### config.mk
export PLATFORM = sky130hd
export DESIGN_NAME = instr_fetch_flat
export DESIGN_NICKNAME = d
export VERILOG_FILES = /design/src/rtl/instr_fetch_pkg.sv /design/src/rtl/instr_fetch_if.sv /design/src/rtl/instr_fetch_if_id_reg.sv /design/src/rtl/instr_fetch.sv /design/src/flat_wrapper.sv
export SDC_FILE = /design/constraint.sdc
export NUM_CORES = 1
export LEC_CHECK = 0
export ABC_AREA = 1
export CORE_ASPECT_RATIO = 0.75
export CORE_MARGIN = 1.5
export CORE_UTILIZATION = 28
export CTS_CLUSTER_DIAMETER = 200
export DETAILED_ROUTE_END_ITERATION = 10
export MAX_ROUTING_LAYER = met4
export PLACE_DENSITY_LB_ADDON = 0.25
export RECOVER_POWER = 25
export SYNTH_ARGS = -nofsm -noshare
export SYNTH_HDL_FRONTEND = slang
export SYNTH_HIERARCHICAL = 1
export SYNTH_SLANG_ARGS = --single-unit
export TNS_END_PERCENT = 1
### constraint.sdc
create_clock -name i_clk -period 1.9 [get_ports i_clk]
set_clock_uncertainty 0.1 [all_clocks]
set_input_delay 0.285 -clock i_clk [delete_from_list [all_inputs] [get_ports i_clk]]
set_output_delay 0.285 -clock i_clk [all_outputs]
set_load 0.005 [all_outputs]
### src/rtl/instr_fetch_pkg.sv
// Shared constants and types for the instruction-fetch stage and its IF/ID register.
package instr_fetch_pkg;

    localparam logic [31:0] NOP                = 32'h0000_0013;
    localparam logic [31:0] DEFAULT_RESET_ADDR = 32'h0000_0000;

    localparam logic [1:0] ST_RUN    = 2'd0;
    localparam logic [1:0] ST_HALTED = 2'd1;
    localparam logic [1:0] ST_TRAP   = 2'd2;

    typedef struct packed {
        logic [31:0] instr;
        logic [31:0] pc;
        logic [31:0] pc_plus4;
    } if_id_t;

endpackage

### src/rtl/instr_fetch_if.sv
// Fetch-stage bus: instruction-memory port, hazard/control inputs and IF/ID outputs.
interface instr_fetch_if;

    logic [31:0] o_imem_raddr;
    logic [31:0] i_imem_rdata;
    logic        i_stall;
    logic        i_redirect;
    logic [31:0] i_redirect_addr;
    logic        i_halt;
    logic [31:0] o_instr;
    logic [31:0] o_pc;
    logic [31:0] o_pc_plus4;
    logic        o_valid;
    logic        o_halted;
    logic        o_trap;

    modport master (
        output o_imem_raddr, o_instr, o_pc, o_pc_plus4, o_valid, o_halted, o_trap,
        input  i_imem_rdata, i_stall, i_redirect, i_redirect_addr, i_halt
    );

    modport slave (
        input  o_imem_raddr, o_instr, o_pc, o_pc_plus4, o_valid, o_halted, o_trap,
        output i_imem_rdata, i_stall, i_redirect, i_redirect_addr, i_halt
    );

endinterface

### src/rtl/instr_fetch_if_id_reg.sv
// IF/ID pipeline register: load enable, squash-to-NOP (wins over load), hold otherwise.
module instr_fetch_if_id_reg
    import instr_fetch_pkg::*;
(
    input  logic   clk,
    input  logic   rst,
    input  logic   load,
    input  logic   squash,
    input  if_id_t d,
    output if_id_t q,
    output logic   valid
);

    if_id_t data_d, data_q;
    logic   valid_d, valid_q;

    always_comb begin
        data_d  = data_q;
        valid_d = valid_q;
        if (squash) begin
            // PC fields are left alone; only the instruction and tag are killed.
            data_d.instr = NOP;
            valid_d      = 1'b0;
        end else if (load) begin
            data_d  = d;
            valid_d = 1'b1;
        end
    end

    always_ff @(posedge clk) begin
        if (rst) begin
            data_q  <= '{instr: NOP, pc: 32'd0, pc_plus4: 32'd4};
            valid_q <= 1'b0;
        end else begin
            data_q  <= data_d;
            valid_q <= valid_d;
        end
    end

    assign q     = data_q;
    assign valid = valid_q;

endmodule

### src/rtl/instr_fetch.sv
// Fetch stage: PC, next-PC selection and RUN/HALTED/TRAP control feeding the IF/ID register.
module instr_fetch
    import instr_fetch_pkg::*;
#(
    parameter logic [31:0] RESET_ADDR = DEFAULT_RESET_ADDR
)(
    input  logic          i_clk,
    input  logic          i_rst,
    instr_fetch_if.master bus
);

    logic [1:0]  state_d, state_q;
    logic [31:0] pc_d, pc_q;
    logic [31:0] pc_plus4;
    logic        load, squash;
    if_id_t      fetch_pkt, if_id_q;
    logic        if_id_valid;

    assign pc_plus4  = pc_q + 32'd4;
    assign fetch_pkt = '{instr: bus.i_imem_rdata, pc: pc_q, pc_plus4: pc_plus4};

    always_comb begin
        state_d = state_q;
        pc_d    = pc_q;
        load    = 1'b0;
        squash  = 1'b0;
        // HALTED and TRAP are sinks: nothing but reset moves them.
        if (state_q == ST_RUN) begin
            if (bus.i_redirect) begin
                squash = 1'b1;
                if (bus.i_redirect_addr[1:0] == 2'b00) begin
                    pc_d = bus.i_redirect_addr;
                end else begin
                    state_d = ST_TRAP;
                end
            end else if (bus.i_halt) begin
                squash  = 1'b1;
                state_d = ST_HALTED;
            end else if (!bus.i_stall) begin
                load = 1'b1;
                pc_d = pc_plus4;
            end
        end
    end

    always_ff @(posedge i_clk) begin
        if (i_rst) begin
            state_q <= ST_RUN;
            pc_q    <= RESET_ADDR;
        end else begin
            state_q <= state_d;
            pc_q    <= pc_d;
        end
    end

    instr_fetch_if_id_reg u_if_id (
        .clk    (i_clk),
        .rst    (i_rst),
        .load   (load),
        .squash (squash),
        .d      (fetch_pkt),
        .q      (if_id_q),
        .valid  (if_id_valid)
    );

    assign bus.o_imem_raddr = pc_q;
    assign bus.o_instr      = if_id_q.instr;
    assign bus.o_pc         = if_id_q.pc;
    assign bus.o_pc_plus4   = if_id_q.pc_plus4;
    assign bus.o_valid      = if_id_valid;
    assign bus.o_halted     = (state_q == ST_HALTED);
    assign bus.o_trap       = (state_q == ST_TRAP);

endmodule

### src/flat_wrapper.sv
// flat-port wrapper written by rule: the top's interface ports become plain ports
module instr_fetch_flat import instr_fetch_pkg::*;
#(
    parameter logic [31:0] RESET_ADDR = DEFAULT_RESET_ADDR
)
  (i_clk, i_rst, bus_o_imem_raddr, bus_o_instr, bus_o_pc, bus_o_pc_plus4, bus_o_valid, bus_o_halted, bus_o_trap, bus_i_imem_rdata, bus_i_stall, bus_i_redirect, bus_i_redirect_addr, bus_i_halt);
  instr_fetch_if bus_i ();
  input  logic i_clk;
  input  logic i_rst;
  output wire logic [$bits(bus_i.o_imem_raddr)-1:0] bus_o_imem_raddr;
  output wire logic [$bits(bus_i.o_instr)-1:0] bus_o_instr;
  output wire logic [$bits(bus_i.o_pc)-1:0] bus_o_pc;
  output wire logic [$bits(bus_i.o_pc_plus4)-1:0] bus_o_pc_plus4;
  output wire logic [$bits(bus_i.o_valid)-1:0] bus_o_valid;
  output wire logic [$bits(bus_i.o_halted)-1:0] bus_o_halted;
  output wire logic [$bits(bus_i.o_trap)-1:0] bus_o_trap;
  input wire logic [$bits(bus_i.i_imem_rdata)-1:0] bus_i_imem_rdata;
  input wire logic [$bits(bus_i.i_stall)-1:0] bus_i_stall;
  input wire logic [$bits(bus_i.i_redirect)-1:0] bus_i_redirect;
  input wire logic [$bits(bus_i.i_redirect_addr)-1:0] bus_i_redirect_addr;
  input wire logic [$bits(bus_i.i_halt)-1:0] bus_i_halt;
  assign bus_o_imem_raddr = bus_i.o_imem_raddr;
  assign bus_o_instr = bus_i.o_instr;
  assign bus_o_pc = bus_i.o_pc;
  assign bus_o_pc_plus4 = bus_i.o_pc_plus4;
  assign bus_o_valid = bus_i.o_valid;
  assign bus_o_halted = bus_i.o_halted;
  assign bus_o_trap = bus_i.o_trap;
  assign bus_i.i_imem_rdata = bus_i_imem_rdata;
  assign bus_i.i_stall = bus_i_stall;
  assign bus_i.i_redirect = bus_i_redirect;
  assign bus_i.i_redirect_addr = bus_i_redirect_addr;
  assign bus_i.i_halt = bus_i_halt;
  instr_fetch #(.RESET_ADDR(RESET_ADDR)) u_core (.i_clk(i_clk), .i_rst(i_rst), .bus(bus_i));
endmodule
# Word level (Yosys, flattened, before mapping)
# Cells that the tools add are included.
op_classes:
  n_addsub: 1
  eq_ne: 6
  mux: 14
  bitwise: 1
  reduce_logical: 7
ops:
  columns: ["cell", "n"]
  rows:
  - ["$mux W32", 4]
  - ["$add A32 B3 Y32 const B", 1]
  - ["$mux W1", 7]
  - ["$mux W2", 3]
  - ["$logic_not A2 Y1", 2]
  - ["$ne A2 B1 Y1 const B", 2]
  - ["$ne A2 B2 Y1 const B", 2]
  - ["$reduce_and A4 Y1", 1]
  - ["$reduce_and A3 Y1", 1]
  - ["$eq A2 B1 Y1 const B", 1]
  - ["$eq A2 B2 Y1 const B", 1]
  - ["$reduce_and A2 Y1", 1]
  - ["$reduce_bool A2 Y1", 1]
  - ["$reduce_or A2 Y1", 1]
  - ["$not A1 Y1", 1]
totals:
  register_bits: 131
  output_inout_bits: 131
  word_cells: 35

# Longest topological paths before layout
# Gate-level depths: netlist of run 1.
depth:
  word_depth: 5
  ltp_mapped: 12
  depth_no_buf: 12

# Hierarchy
# Netlist of run 1, hierarchy kept.
by_module_without_submodules:
  columns: ["mod", "instances", "cells_per_inst", "area_per_inst_um2", "seq_area_each_um2"]
  rows:
  - ["instr_fetch_if_id_reg", 1, 554, 3834.9, 1941.9]
  - ["instr_fetch", 1, 367, 2339.7, 680.7]

# Worst setup path after synthesis of run 1
# Ideal clock, no wire load.
synth_timing:
  path_kind: "input port to flip-flop"
  start: "input port bus_i_redirect"
  end: "register u_core.u_if_id.data_q, in the netlist u_core/u_if_id/q[23]"
  arrival_ns: 1.545
  required_ns: 1.687
  setup_slack_ns: 0.143
  cell_stages: 8
  n_path_buf: 4
  path_cell_list: "buf_2 buf_1 nor4_1 buf_2 clkbuf_1 nand3_1 nand2_1 nor2_1"
synth_via:
  word_cells_on_any_way: 6
  classes_between: "mux: 4; bitwise: 1; reduce/logical: 1"
synth_lines:
  columns: ["element", "line", "rtl"]
  rows:
  - ["from (decl)", "flat_wrapper.sv:19", "input wire logic [$bits(bus_i.i_redirect)-1:0] bus_i_redirect;"]
  - ["$mux W1", "instr_fetch.sv:29", "if (bus.i_redirect) begin"]
  - ["$mux W1", "instr_fetch.sv:28", "if (state_q == ST_RUN) begin"]
  - ["net u_core.load", "instr_fetch.sv:15", "logic load, squash;"]
  - ["$reduce_and A2 Y1 (no line)", null, null]
  - ["to (signal assigned)", "instr_fetch_if_id_reg.sv:32", "data_q <= '{instr: NOP, pc: 32'd0, pc_plus4: 32'd4};"]
  - ["to (signal assigned)", "instr_fetch_if_id_reg.sv:35", "data_q <= data_d;"]
  - ["to (decl)", "instr_fetch_if_id_reg.sv:14", "if_id_t data_d, data_q;"]
# The timed path passes the listed nets, and every way through them passes these cells.
# A chain may end at the register's enable or synchronous reset.

# Final worst setup path of run 1
layout_timing:
  start: "register u_core.pc_q[17] (netlist: u_core/bus.o_imem_raddr[17])"
  end: "output port bus_o_imem_raddr[17]"
layout_lines:
  columns: ["element", "line", "rtl"]
  rows:
  - ["from (decl)", "instr_fetch.sv:13", "logic [31:0] pc_d, pc_q;"]
  - ["from (signal assigned)", "instr_fetch.sv:52", "pc_q <= pc_d;"]
  - ["to (decl)", "flat_wrapper.sv:10", "output wire logic [$bits(bus_i.o_imem_raddr)-1:0] bus_o_imem_raddr;"]
# No word-level cell between the ends.

==> out/qor.csv, run 1 <==
stage;metric;value;unit
critical_path;CP endpoint kind;output pin;
sta;final hold viol count;0;
critical_path;CP Launch Type;flop;
logic_synthesis;Synth cell types;26;
grt;Remaining Overflow, GRT;0;
detailed_routing;Post-route DRC;0;
floorplanning;Die H;131.6;µm
cells_and_area;share of cells above drive strength 1;10.85;%
power_and_ir_drop;Power Density;789.7;mW/mm²
logic_synthesis;Syn Nets;991;
run_status;status;finished, final reports clean;
detailed_routing;WL/cell;13.88;µm
logic_synthesis;YS warnings;6;
logic_synthesis;post-synthesis cell area;0.006175;mm²
cts;TritonCTS buffer count;17;
sta;Setup TNS;0;ps
cts;# clock sinks;131;
sta;RSZ-0062 raised after global routing;yes;
cts;clk buf depth;2;
critical_path;Critical R2R Capture;u_core/u_if_id/q[20]$_SDFFE_PP0P_;
critical_path;Crit Path Class;flop to output pin;
place;hpwl dp;14560;µm
grt;M3 GR Usage;5.787;%
power_and_ir_drop;peak supply drop;0.0005255;V
critical_path;critical path arrival;1480;ps
logic_synthesis;share of the synthesized area in the top cell type;42.47;%
cells_and_area;Syn-to-layout area delta;51.98;%
cts;clk slew on worst S/H paths;70;ps
sta;Fmax achieved;536.9;MHz
logic_synthesis;synth top area cells;dfxtp_1, nand2_1, nor2_1, a21oi_1, nand3_1;
sta;Setup WS post-layout;37.49;ps
critical_path;R2R Path Start;u_core/bus.o_imem_raddr[2]$_SDFFE_PP0P_;
grt;GRT busiest layer;met2;
detailed_routing;Vias;6338;
cells_and_area;Final nets;1209;
floorplanning;DIE WIDTH;174.5;µm
critical_path;Critical Path RT;1510;ps
power_and_ir_drop;Pleak;3.682;nW
grt;initial antenna violation count;2;
run;Max Cap Violations;0;
detailed_routing;DR pass1 iterations;5;
detailed_routing;vias per cell;4.392;
hold_path;sink of the worst hold path;u_core/u_if_id/q[81]$_SDFFE_PP0P_;
cts;clock insertion delay at the later pin of the skew report;420;ps
cts;postcts setup bufs;0;
grt;largest net degree at the start of global routing;42;
logic_synthesis;Synth Register Bits;131;
cts;clk root buf;clkbuf_16;
grt;met1 Use GR;24.54;%
logic_synthesis;Syn Inst Count;921;
floorplanning;CORE AREA;0.02141;mm²
detailed_routing;final wirelength;20020;µm
critical_path;worst-path maximum fanout;4;
sta;setup violators final;0;
grt;number of global-route vias before repair;5987;
hold_path;hold path depth;3;
cells_and_area;fill cell count;2240;
grt;first-pass GRT wire length;32020;µm
cells_and_area;most frequent cells in the layout;nand2_1, nor2_1, clkdlybuf4s50_1;
sta;Final min period;1863;ps
logic_synthesis;sequential area share after synthesis;42.47;%
cts;CTS tree;built;
floorplanning;Site Rows;46;
cells_and_area;most common cell after layout, fill and taps aside;nand2_1;
sta;worst rel slew slack;75.59;%
logic_synthesis;Mean Syn Cell Area;6.704;µm²
floorplanning;IO Count;200;
detailed_routing;1st-iter DRT viols;365;
floorplanning;Initial Util;28.84;%
grt;Total Routing Usage GR;18.06;%
hold_path;critical hold path startpoint;bus_i_imem_rdata[17];
hold_path;min-delay worst type;primary input to flop;
grt;M2 GR Usage;26.18;%
cts;Post-CTS Hold Buffers;0;
place;routability cong.;0.8522;
sta;Slew Viols, Final;0;
sta;fin crit share;98.03;%
logic_synthesis;cell taking the most area after synthesis;dfxtp_1;
floorplanning;Total Die Area;0.02296;mm²
critical_path;Reg2Reg Depth;10;
sta;Least-Margin Pin Slew;366.2;ps
cts;H-tree levels;4;
place;# port buffers;199;
critical_path;reg2reg setup slack;90;ps
place;DP Worst Slack;-180.8;ps
detailed_routing;Detail Route Antenna Nets;0;
flip-flops by register name (all words and copies together) (netlist names):
register and count:
u_core/u_if_id/q 96, u_core/u_if_id/valid 1, u_core/state_q 2, u_core/bus.o_imem_raddr 32
layout make-up:
class	instances	area [µm²]	area share, %
tap	288	360.3	3.840
sequential	131	2635	28.08
timing repair buffer	252	2512	26.77
inverter	89	334.1	3.560
clock buffer	17	425.4	4.533
antenna	3	7.507	0.08000
multi-input combinational	648	2963	31.57
clock inverter	15	146.4	1.560
where the power goes:
| part | total [mW] | leakage, nW | internal [mW] | switching [mW] |
|---|---|---|---|---|
| combinational | 1.20 | 2.34 | 0.609 | 0.593 |
| clock | 3.24 | 0.270 | 1.83 | 1.40 |
| sequential | 2.97 | 1.07 | 2.87 | 0.0997 |
| total | 7.41 | 3.68 | 5.32 | 2.09 |
timing repair:
action	CTS	global route
endpoints found under the setup margin	3	16
resized for setup	3	10
pin swaps	0	1
worst max-delay path, cell delays in order, from the launching register on:
cell	delay [ps]
dfxtp_1	390
buf_4	170
clkdlybuf4s50_1	500
worst max path at each step:
| stage | startpoint | slack, ps | depth (start not counted) | to |
|---|---|---|---|---|
| after floorplan | bus_i_redirect | 140 | 8 | u_core/u_if_id/q[23]$_SDFFE_PP0P_ |
| after global placement | bus_i_redirect | -150 | 9 | u_core/u_if_id/q[57]$_SDFFE_PP0P_ |
| after detailed placement | bus_i_redirect | -180 | 9 | u_core/u_if_id/q[35]$_SDFFE_PP0P_ |
| after CTS | u_core/bus.o_imem_raddr[5]$_SDFFE_PP0P_ | 10 | 2 | bus_o_imem_raddr[5] |
| after global routing | u_core/bus.o_imem_raddr[2]$_SDFFE_PP0P_ | -20 | 10 | u_core/u_if_id/q[20]$_SDFFE_PP0P_ |
| final | u_core/bus.o_imem_raddr[17]$_SDFFE_PP0P_ | 40 | 2 | bus_o_imem_raddr[17] |
routing by layer:
layer | vias up | wire [µm]
met5 | - | 0
met2 | 174 | 8478
met1 | 2838 | 9896
li1 | 3314 | -
met4 | 0 | 97
met3 | 12 | 1550
cell usage after synthesis:
cell	number
nor2_4	10
xor2_2	6
buf_4	10
nand2_1	239
clkbuf_1	16
nor2_1	163
and2_1	2
xnor2_1	5
inv_1	84
buf_1	5
nand4_1	1
nand3b_1	8
nand2_2	6
nand2_4	1
inv_2	5
buf_2	22
nand3_1	77
a31oi_1	2
nor4_1	1
ha_1	1
nor2_2	1
a21oi_1	87
o21ai_0	33
xor2_1	4
dfxtp_1	131
o21ai_1	1
per-stage QoR:
stage          instance area [µm²]  total power [mW]  hold WS [ps]  utilization [%]  instances
6_report                      9384             7.411         315.7            43.83       1443
5_1_grt                       9382             7.758         304.0            43.82       1442
4_1_cts                       9380             7.511         298.2            43.81       1440
3_5_place_dp                  8805             4.255         344.2            41.12       1408
3_3_place_gp                  8805             4.247         336.7            41.12       1408
2_1_floorplan                 6175             3.558         254.1                -        921
logic make-up (layout without fill, tap and decap cells):
| logic type | count (synthesis) | in the layout | synth area share, % |
|---|---|---|---|
| buffers and inverters | 142 | 373 | 9.686 |
| XOR/XNOR | 15 | 15 | 2.857 |
| adder cells (fa/ha/maj) | 1 | 1 | 0.2026 |
| other | 0 | 3 | 0 |
| flip-flops | 131 | 131 | 42.47 |
| AND/OR/NAND/NOR | 509 | 509 | 34.77 |
| AO/OA/AOI/OAI | 123 | 123 | 10.01 |
(Power assumes the default switching activity.)
==> run 2: changes to the inputs <==
--- a/config.mk
+++ b/config.mk
@@ -5,7 +5,6 @@
 export SDC_FILE = /design/constraint.sdc
 export NUM_CORES = 1
 export LEC_CHECK = 0
-export ABC_AREA = 1
 export CORE_ASPECT_RATIO = 0.75
 export CORE_MARGIN = 1.5
 export CORE_UTILIZATION = 28
==> constraint.sdc (replaced) <==
create_clock -name i_clk -period 1.95 [get_ports i_clk]
set_clock_uncertainty 0.1 [all_clocks]
set_input_delay 0.2925 -clock i_clk [delete_from_list [all_inputs] [get_ports i_clk]]
set_output_delay 0.2925 -clock i_clk [all_outputs]
set_load 0.005 [all_outputs]
==> out/qor.csv, run 2 <==
stage;metric;value;unit
logic_synthesis;cell taking the most area after synthesis;dfxtp_1;
floorplanning;CORE AREA;0.02288;mm²
cts;Post-CTS Hold Buffers;0;
place;# port buffers;199;
cells_and_area;design area;0.009898;mm²
floorplanning;Die H;135;µm
grt;initial antenna violation count;2;
critical_path;CP Launch Type;primary input;
floorplanning;IO Count;200;
logic_synthesis;share of the synthesized area in the top cell type;40.32;%
logic_synthesis;YS warnings;6;
critical_path;CP Cell Sequence;dlygate4sd3_1, nor3b_1, buf_4, o211ai_1, buf_4, nor4_1, a211o_1;
detailed_routing;wire length on met2;8798;µm
critical_path;R2R Path Start;u_core/bus.o_imem_raddr[10]$_SDFFE_PP0P_;
sta;final hold viol count;0;
detailed_routing;Detail Route Antenna Nets;0;
sta;Least-Margin Pin Slew;551.2;ps
grt;Remaining Overflow, GRT;0;
sta;Setup TNS;-544.7;ps
logic_synthesis;Synth cell types;54;
logic_synthesis;Syn Inst Count;711;
logic_synthesis;Syn Nets;781;
cells_and_area;max reg flops;96;
critical_path;largest delay contributor family on the critical path;buffers and inverters;
cells_and_area;Syn-to-layout area delta;52.16;%
critical_path;CP most frequent cell;buf_4;
hold_path;sink of the worst hold path;u_core/bus.o_imem_raddr[20]$_SDFFE_PP0P_;
critical_path;worst-path maximum fanout;25;
logic_synthesis;most frequent cell after synthesis;dfxtp_1;
logic_synthesis;synth top area cells;dfxtp_1, nand4bb_1, nand2b_1, mux2i_1, o21ai_1;
hold_path;hold path depth;2;
sta;Slew Viols, Final;0;
logic_synthesis;post-synthesis cell area;0.006505;mm²
sta;setup violators final;34;
critical_path;critical path arrival;2260;ps
grt;largest net degree at the start of global routing;38;
power_and_ir_drop;Pleak;3.640;nW
detailed_routing;vias per cell;4.859;
cts;clock insertion delay at the later pin of the skew report;430;ps
floorplanning;Total Die Area;0.02417;mm²
detailed_routing;final wirelength;21740;µm
sta;Fmax achieved;490.1;MHz
detailed_routing;DR top layer;met4;
grt;number of global-route vias before repair;5531;
detailed_routing;Post-route DRC;0;
logic_synthesis;Mean Syn Cell Area;9.149;µm²
cells_and_area;most common cell after layout, fill and taps aside;clkdlybuf4s50_1;
cells_and_area;share of cells above drive strength 1;13.73;%
logic_synthesis;most frequent cells after synthesis;dfxtp_1, nand2b_1, nand4bb_1, o21ai_1, nor2_1;
detailed_routing;routed wl met3;1670;µm
power_and_ir_drop;Power Density;707.9;mW/mm²
run;Max Cap Violations;0;
detailed_routing;DR pass1 iterations;5;
place;Placed Area;0.009283;mm²
logic_synthesis;async set-reset flop share out of synthesis;0;%
run_status;failing checks;negative setup slack;
logic_synthesis;number of synthesized flops with an enable pin;0;
critical_path;Reg2Reg Depth;5;
critical_path;Crit Path Class;primary input to flop;
cells_and_area;Final nets;1011;
run_status;status;complete, but fails checks;
cts;postcts setup bufs;0;
critical_path;Critical R2R Capture;u_core/bus.o_imem_raddr[25]$_SDFFE_PP0P_;
sta;Setup WS post-layout;-90.33;ps
logic_synthesis;sequential area share after synthesis;40.32;%
critical_path;reg2reg setup slack;-10;ps
critical_path;worst path bufs/invs;3;
critical_path;Slowest-stage cell, CP;dlygate4sd3_1;
sta;RSZ-0062 raised after global routing;yes;
floorplanning;Initial Util;28.43;%
place;hpwl dp;15870;µm
detailed_routing;M1 WL;11110;µm
cts;clk buf depth;2;
cts;# clock sinks;131;
critical_path;crit-path max cell delay;570;ps
sta;Final min period;2040;ps
cts;H-tree levels;4;
detailed_routing;WL/cell;17.31;µm
detailed_routing;1st-iter DRT viols;389;
hold_path;critical hold path startpoint;i_rst;
cts;clk root buf;clkbuf_16;
grt;Total Routing Usage GR;18.31;%
cells_and_area;most frequent cells in the layout;clkdlybuf4s50_1, dfxtp_1, nand2b_1;
power_and_ir_drop;power after layout;7.007;mW
grt;first-pass GRT wire length;32410;µm
logic_synthesis;Synth Register Bits;131;
cts;CTS tree;built;
floorplanning;DIE WIDTH;179;µm
hold_path;min-delay worst type;primary input to flop;
cts;clk slew on worst S/H paths;60;ps
critical_path;CP endpoint kind;flop;
place;routability cong.;0.8320;
logic_synthesis;prevailing post-synth register cell;dfxtp_1;
floorplanning;Site Rows;48;
sta;worst rel slew slack;63.25;%
sta;fin crit share;104.6;%
critical_path;Critical Path RT;2160;ps
cts;TritonCTS buffer count;17;
power_and_ir_drop;peak supply drop;0.0005506;V
detailed_routing;Vias;6103;
==> run 2: kinds of logic after synthesis <==
| logic type | count (synthesis) | synth area share, % |
|---|---|---|
| xor gates and xnor gates | 27 | 3.635 |
| and+or+nand+nor | 299 | 31.14 |
| adders and majority gates | 1 | 0.1923 |
| AOI/OAI and AO/OA | 137 | 12.37 |
| buffers and inverters | 78 | 6.501 |
| muxes | 38 | 5.847 |
| DFF | 131 | 40.32 |
==> run 2: how the worst max path moves through the flow <==
| stage | startpoint | to | slack, ps | depth (start not counted) |
|---|---|---|---|---|
| after floorplan | u_core/bus.o_imem_raddr[18]$_SDFFE_PP0P_ | u_core/bus.o_imem_raddr[29]$_SDFFE_PP0P_ | 8 | 6 |
| after global placement | bus_i_redirect | u_core/bus.o_imem_raddr[21]$_SDFFE_PP0P_ | -380 | 7 |
| after detailed placement | bus_i_redirect | u_core/bus.o_imem_raddr[28]$_SDFFE_PP0P_ | -380 | 7 |
| after CTS | u_core/bus.o_imem_raddr[18]$_SDFFE_PP0P_ | bus_o_imem_raddr[18] | 10 | 2 |
| after global routing | u_core/bus.o_imem_raddr[11]$_SDFFE_PP0P_ | u_core/u_if_id/q[23]$_SDFFE_PP0P_ | -120 | 7 |
| final | bus_i_redirect | u_core/bus.o_imem_raddr[28]$_SDFFE_PP0P_ | -90 | 7 |
==> run 2: routing by layer <==
metal / vias up / GRT usage, %
met2: 188 / 24.00
met3: 14 / 6.053
li1: 3032 / -
met5: - / -
met4: 0 / 4.306
met1: 2869 / 26.50
==> run 2: report_power, final <==
part / internal [mW] / switching, mW
clock network: 1.95 / 1.27
logic: 0.552 / 0.459
registers: 2.73 / 0.0451
total: 5.24 / 1.77
==> run 2: what timing repair did <==
item	4_1_cts	5_1_grt
pin swaps	0	2
resized for setup	2	13
setup endpoints to repair	2	24
gates cloned	0	0
==> run 2: metrics by stage <==
stage | instances | hold WS, ps | worst slack [ps] | util, %
after CTS | 1254 | 152.3 | 10.27 | 43.15
final | 1256 | 167.4 | -90.33 | 43.26
after global routing | 1256 | 182.6 | -119.2 | 43.26
after global placement | 1222 | 351.0 | -379.2 | 40.57
after detailed placement | 1222 | 355.0 | -377.2 | 40.57
after floorplan | 711 | 320.8 | 8.043 | -
==> run 2: final cells by class <==
class / count / area (µm²)
timing repair buffer: 281 / 2759
multi-input combinational: 502 / 3508
sequential: 131 / 2633
fill: 2252 / 12980
tap: 300 / 375.4
clock buffer: 20 / 456.7
clock inverter: 12 / 131.4
inverter: 8 / 30.03
antenna: 2 / 5.005
==> run 3: changes to the inputs <==
--- a/config.mk
+++ b/config.mk
@@ -10,6 +10,7 @@
 export CORE_UTILIZATION = 28
 export CTS_CLUSTER_DIAMETER = 200
 export DETAILED_ROUTE_END_ITERATION = 10
+export GPL_ROUTABILITY_DRIVEN = 0
 export MAX_ROUTING_LAYER = met4
 export PLACE_DENSITY_LB_ADDON = 0.25
 export RECOVER_POWER = 25
==> results of run 3 <==
No change in the layout: final DEF, timing and power equal those of run 2.
